--- src/rtl/tinycpu_trace_mon.sv ---
// Trace monitor for a small CPU. It queues register snapshots taken on fetch cycles
// and halts once a jump-to-self loop is seen and the queued records have drained.
module tinycpu_trace_mon #(
  parameter int DEPTH = 4,
  parameter int DW    = 8
) (
  input  logic            clk,
  input  logic            reset,
  input  logic [2:0]      exec_state,
  input  logic [1:0]      instr_op,
  input  logic [DW-1:0]   rA,
  input  logic [DW-1:0]   rB,
  input  logic [DW-1:0]   rM,
  input  logic [DW-1:0]   rP,
  output logic [4*DW-1:0] trc_data,
  output logic            trc_valid,
  input  logic            trc_ready,
  output logic            loop_det,
  output logic            halted,
  output logic [15:0]     fetch_cnt,
  output logic [7:0]      drop_cnt
);

  localparam int AW = (DEPTH > 1) ? $clog2(DEPTH) : 1;
  localparam logic [AW:0] CNT_FULL = (AW+1)'(DEPTH);

  localparam logic [1:0] ST_RUN   = 2'd0;
  localparam logic [1:0] ST_DRAIN = 2'd1;
  localparam logic [1:0] ST_DONE  = 2'd2;

  logic [1:0]      state_q, state_d;
  logic [4*DW-1:0] mem_q [DEPTH];
  logic [4*DW-1:0] mem_d [DEPTH];
  logic [AW-1:0]   wr_ptr_q, wr_ptr_d;
  logic [AW-1:0]   rd_ptr_q, rd_ptr_d;
  logic [AW:0]     cnt_q, cnt_d;
  logic            loop_det_q, loop_det_d;
  logic [15:0]     fetch_cnt_q, fetch_cnt_d;
  logic [7:0]      drop_cnt_q, drop_cnt_d;

  logic sample_s, pop_s, push_s, full_s, loop_hit_s;

  // Outputs come only from flops, so no CPU input reaches trc_valid/trc_data.
  assign trc_valid = (cnt_q != {(AW+1){1'b0}});
  assign trc_data  = trc_valid ? mem_q[rd_ptr_q] : {(4*DW){1'b0}};
  assign loop_det  = loop_det_q;
  assign halted    = (state_q == ST_DONE);
  assign fetch_cnt = fetch_cnt_q;
  assign drop_cnt  = drop_cnt_q;

  // Next-state logic for the FIFO, counters and the RUN/DRAIN/DONE sequencer.
  always_comb begin
    full_s     = (cnt_q == CNT_FULL);
    pop_s      = trc_valid & trc_ready;
    sample_s   = (state_q == ST_RUN) && (exec_state == 3'd0);
    push_s     = sample_s && (!full_s || pop_s);
    // rP-1 wraps at DW bits, so rP=0 pairs with an all-ones rM.
    loop_hit_s = (exec_state == 3'd2) && (instr_op == 2'b11) && ((rP - DW'(1)) == rM);

    mem_d       = mem_q;
    wr_ptr_d    = wr_ptr_q;
    rd_ptr_d    = rd_ptr_q;
    cnt_d       = cnt_q;
    state_d     = state_q;
    loop_det_d  = loop_det_q;
    fetch_cnt_d = fetch_cnt_q;
    drop_cnt_d  = drop_cnt_q;

    if (push_s) begin
      mem_d[wr_ptr_q] = {rA, rB, rM, rP};
      wr_ptr_d        = wr_ptr_q + AW'(1);
    end else begin
      wr_ptr_d = wr_ptr_q;
    end

    if (pop_s) begin
      rd_ptr_d = rd_ptr_q + AW'(1);
    end else begin
      rd_ptr_d = rd_ptr_q;
    end

    if (push_s && !pop_s) begin
      cnt_d = cnt_q + (AW+1)'(1);
    end else if (pop_s && !push_s) begin
      cnt_d = cnt_q - (AW+1)'(1);
    end else begin
      cnt_d = cnt_q;
    end

    if (sample_s) begin
      fetch_cnt_d = fetch_cnt_q + 16'd1;
    end else begin
      fetch_cnt_d = fetch_cnt_q;
    end

    if (sample_s && !push_s && (drop_cnt_q != 8'hFF)) begin
      drop_cnt_d = drop_cnt_q + 8'd1;
    end else begin
      drop_cnt_d = drop_cnt_q;
    end

    case (state_q)
      ST_RUN: begin
        if (loop_hit_s) begin
          loop_det_d = 1'b1;
          state_d    = ST_DRAIN;
        end else begin
          state_d = ST_RUN;
        end
      end
      ST_DRAIN: begin
        if (cnt_d == {(AW+1){1'b0}}) begin
          state_d = ST_DONE;
        end else begin
          state_d = ST_DRAIN;
        end
      end
      ST_DONE:  state_d = ST_DONE;
      default:  state_d = ST_RUN;
    endcase
  end

  // State registers with asynchronous active-low reset that empties the queue.
  always_ff @(posedge clk or negedge reset) begin
    if (!reset) begin
      state_q     <= ST_RUN;
      wr_ptr_q    <= {AW{1'b0}};
      rd_ptr_q    <= {AW{1'b0}};
      cnt_q       <= {(AW+1){1'b0}};
      loop_det_q  <= 1'b0;
      fetch_cnt_q <= 16'd0;
      drop_cnt_q  <= 8'd0;
      for (int i = 0; i < DEPTH; i++) begin
        mem_q[i] <= {(4*DW){1'b0}};
      end
    end else begin
      state_q     <= state_d;
      wr_ptr_q    <= wr_ptr_d;
      rd_ptr_q    <= rd_ptr_d;
      cnt_q       <= cnt_d;
      loop_det_q  <= loop_det_d;
      fetch_cnt_q <= fetch_cnt_d;
      drop_cnt_q  <= drop_cnt_d;
      for (int i = 0; i < DEPTH; i++) begin
        mem_q[i] <= mem_d[i];
      end
    end
  end

endmodule

--- config.mk ---
export PLATFORM = sky130hd
export DESIGN_NAME = tinycpu_trace_mon
export DESIGN_NICKNAME = d
export VERILOG_FILES = /design/src/rtl/tinycpu_trace_mon.sv
export SDC_FILE = /design/constraint.sdc
export NUM_CORES = 1
export LEC_CHECK = 0
export BUFFER_PORTS_ARGS = -buffer_cell sky130_fd_sc_hd__buf_2
export CORE_ASPECT_RATIO = 1.1
export CORE_MARGIN = 5
export CORE_UTILIZATION = 35
export CTS_BUF_LIST = sky130_fd_sc_hd__clkbuf_8
export DETAILED_ROUTE_END_ITERATION = 8
export PLACE_DENSITY = 0.61
export SETUP_SLACK_MARGIN = 0.02
export SYNTH_ARGS = -nofsm -noshare
export SYNTH_HDL_FRONTEND = slang
export SYNTH_SLANG_ARGS = --single-unit
--- constraint.sdc ---
create_clock -name clk -period 4 [get_ports clk]
set_input_delay 0.6 -clock clk [delete_from_list [all_inputs] [get_ports clk]]
set_output_delay 0.6 -clock clk [all_outputs]
set_load 0.02 [all_outputs]
# Word-level counts from Yosys, hierarchy flattened
# Cells that the tools add are included.
classes:
  order_cmp: 3
  n_eq_ne: 7
  n_bitwise: 3
  add_sub_neg: 7
  n_mux: 12
  n_reduce_logical: 18
op_table:
  columns: ["cell", "count"]
  rows:
  - ["$bwmux 128", 1]
  - ["$mux 32", 4]
  - ["$bmux 32 s2", 1]
  - ["$demux 32 s2", 1]
  - ["$add 16x1->16 const B", 1]
  - ["$logic_and 1x1->1", 9]
  - ["$add 8x1->8 const B", 1]
  - ["$eq 8x8->1", 1]
  - ["$ne 8x8->1 const B", 1]
  - ["$sub 8x1->8 const B", 1]
  - ["$ge 3x3->1 const B", 2]
  - ["$logic_not 3->1", 2]
  - ["$mux 3", 2]
  - ["$not 2->3", 2]
  - ["$pmux 2 s3", 1]
  - ["$add 2x1->2 const B", 2]
  - ["$eq 2x2->1 const B", 2]
  - ["$add 3x1->3 const B", 1]
  - ["$eq 3x2->1 const B", 1]
  - ["$eq 3x3->1 const B", 1]
  - ["$logic_not 1->1", 3]
  - ["$lt 3x1->1 const B", 1]
  - ["$reduce_bool 3->1", 1]
  - ["$sub 3x1->3 const B", 1]
  - ["7 further kinds", 7]
word_totals:
  word_cells: 61
  register_bits: 162
  output_inout_bits: 59
  in_bits: 40

# Longest topological paths before layout
depth:
  ltp_word: 11
  depth_mapped: 10
  depth_no_buf: 7

# Worst setup path before layout
# Ideal clock, no wire load.
synth_timing:
  path_kind: "register to output"
  start: "register cnt_q[1]"
  end: "output port trc_data[22]"
  t_arrival_ns: 1.829
  n_path_buf: 3
  setup_slack_ns: 1.571
  stages_incl_launch_ff: 8
  required_time_ns: 3.400
  path_cell_list: "dfrtp_1 inv_1 ha_1 clkbuf_1 nand2b_1 clkbuf_1 clkbuf_1 and2_1"
synth_via:
  elab_chain_len: 2
synth_lines:
  columns: ["element", "line", "text"]
  rows:
  - ["start: declaration", "36", "logic [AW:0] cnt_q, cnt_d;"]
  - ["start signal: assignment", "129", "cnt_q <= {(AW+1){1'b0}};"]
  - ["start signal: assignment", "140", "cnt_q <= cnt_d;"]
  - ["$reduce_bool 3->1", "44", "assign trc_valid = (cnt_q != {(AW+1){1'b0}});"]
  - ["net trc_valid", "16", "output logic trc_valid,"]
  - ["$mux 32", "45", "assign trc_data = trc_valid ? mem_q[rd_ptr_q] : {(4*DW){1'b0}};"]
  - ["end: declaration", "15", "output logic [4*DW-1:0] trc_data,"]
# The timed path passes the listed nets, and every way through them passes these cells.

# Worst setup path after layout
layout_timing:
  start: "register cnt_q[1]"
  end: "output port trc_data[0]"
layout_via:
  elab_chain_len: 2
layout_lines:
  columns: ["element", "line"]
  rows:
  - ["$reduce_bool 3->1", "44"]
  - ["$mux 32", "45"]
# Every way passes these cells.

==> metrics.txt <==
status=complete, no violations; Post-route DRC=0; # hold bufs at CTS=0; post-layout power=7370 uW; number of port buffers=98; CORE AREA=23500 um2; Worst Hold Class=input port to async pin; Post-synth top cells=dfrtp_1, mux2_4, and2_1, mux4_2, xnor2_1; total track usage=14.2%; xor and xnor area share after synthesis=3.58%; final WL=18800 um; die area=26900 um2; Netlist cell types=56; synth warn=0; share of cells above drive strength 1=46.3%; total number of vias=4786; leakage power=0.00469 uW; total grt overflow=0; Filler Cell Count=2171; max-slew violation count=0; area leader, netlist=dfrtp_1; setup slack after layout=0.763 ns; vias in the first global route=5333; Die W=157 um; pre-CTS setup slack=1.16 ns; initial antenna violation count=1; crit path kind=flip-flop to primary output; cell area power density=784 nW/um2; slowest stage delay, CP=0.57 ns; total of max-cap violations=0; clock tree sinks=162; largest net degree at the start of global routing=80; first-pass GRT wire length=30000 um; fraction of registers with async set/reset=100%; CP max stage cell=nand2b_1; worst hold slack=0.173 ns; CTS tree=built; Cells after Synth=556; Final #Nets=693; Final Hold Fails=0; CTS clk-pin slew, worst paths=0.09 ns; FMAX=309 MHz; Comb pwr share=44.4%; RR Startpoint=cnt_q[1]; Synth Flop Type=dfrtp_1; Int Power=4770 uW; fin area=9400 um2; reg2reg setup slack=1.19 ns; Crit. End Element=primary output; placed standard-cell area=9000 um2; die height=172 um; Slew @ Worst Pin=0.962 ns; FF-to-FF End=mem_q[31]; 1st-iter DRT viols=275; mapped cell area=8320 um2; final-report setup violation count=0; CP endpoint=trc_data[0]; leading cell type by number of instances after synthesis=dfrtp_1; CTS Buf Count=17; worst skew pair latency=0.46 ns; Worst setup SP type=flip-flop; flops & latches, synth=162; wire length per cell=19.5 um; cts repair resizes=0; Switch Pwr=2600 uW; Final period util=80.9%; Clk pwr share=16.3%; Synth Area in Simple Gates=8.52%; Worst Path Max Fanout=21; TNS Setup=0 ns; switch share=35.2%; H-Tree Depth=4; Pre-antenna DRT Iters=4; headroom to the max-slew limit=35.8%; multiplexer area fraction after synthesis=31.6%; top-area cell type share of the netlist area=48.8%; share of the yosys chip area belonging to registers=48.8%; Seq pwr share=39.3%; Cell Chain, Critical Path=inv_1, ha_1, nand2b_1, buf_4, and2_1, buf_2; RSZ-0062 raised after global routing=false; Post-Route Skew=0.0150 ns; fin crit period=3.24 ns; area delta synth->final=13.0%; syn avg cell area=15.0 um2; peak supply drop=301 uV; Via density=4.98; number of top-level pins=99; GP Congestion=0.796; # rows=59; syn_nets=606; Antenna Nets Post-Route=0; post-synthesis compound-gate area fraction=2.68%; post-CTS setup buffer count=0; Initial Utilization=35.3%; clock buffer depth=2; depth of the worst register-to-register path=7; Detailed Place HPWL=12600 um; Critical Path RT=3.40 ns; crit path from=cnt_q[1]; synth top area cells=dfrtp_1, mux2_4, mux4_2; main combinational cell family by area after synthesis=multiplexers; Post-Synth Adder-Cell Area=1.63%; number of synthesized flops with an enable pin=0; CTS Root Cell=clkbuf_8; CP Data Arrival Time=2.64 ns
registers in the layout, indices dropped and copies added, names as in the netlist:
| register | cells |
|---|---|
| cnt_q | 3 |
| drop_cnt | 8 |
| fetch_cnt | 16 |
| loop_det | 1 |
| mem_q | 128 |
| rd_ptr_q | 2 |
| state_q | 2 |
| wr_ptr_q | 2 |
layout by cell type (no fill, tap or decap), drive strengths merged, types with 8 or more instances in the layout:
cell,instances
nand3,11
xor2,8
nand4,8
dfrtp,162
buf,104
mux2,129
inv,14
and2,36
nand2,23
mux4,32
clkbuf,17
xnor2,26
ha,10
critical path, delay by kind of cell (launching register included):
kind / cells / cell delay (ns)
fa+ha+maj: 1 / 0.31
buf+inv: 3 / 0.64
flops: 1 / 0.49
simple gates: 2 / 0.74
metal layers:
metal  GRT usage (%)  part of all wire, %
met5               0                    0
met4            4.60                  1.2
met3            3.42                  4.6
met2            23.7                   51
met1            18.2                   44
cells by family after synthesis:
group / count (synthesis)
adder cells (fa/ha/maj): 11
flip-flops: 162
XOR/XNOR: 34
multiplexers: 161
buffers and inverters: 45
AO/OA/AOI/OAI: 29
AND/OR/NAND/NOR: 114
metrics by stage:
step,util [%],cells
floorplan,-,556
global placement,38.2,929
detailed placement,38.2,929
CTS,39.9,961
global route,39.9,962
finish,39.9,962
final cells by class:
class,count,area (um2),area share (%)
Multi-Input combinational cell,349,3990,42.4
Clock inverter,15,159,1.69
Antenna cell,1,2.50,0.0266
Inverter,9,33.8,0.360
Timing Repair Buffer,104,542,5.77
Sequential cell,162,4060,43.2
Tap cell,305,382,4.06
Clock buffer,17,234,2.49
worst min-delay path by stage:
stage             startpoint            end  slack [ns]
2_1_floorplan          reset       cnt_q[0]        0.30
3_3_place_gp   fetch_cnt[15]  fetch_cnt[15]        0.46
3_5_place_dp        loop_det       loop_det        0.45
4_1_cts                reset   fetch_cnt[4]        0.18
5_1_grt                reset   fetch_cnt[4]        0.22
6_report               reset      mem_q[29]        0.17
power by group through the flow:
stage / Clock [uW] / Sequential (uW) / Combinational (uW)
after global routing: 1290 / 2980 / 3530
after floorplan: 0 / 2660 / 2620
after CTS: 1230 / 2900 / 3340
after global placement: 0 / 2840 / 3260
after detailed placement: 0 / 2920 / 3320
final: 1200 / 2900 / 3270
Note: power is estimated with default switching activity, not from simulation.
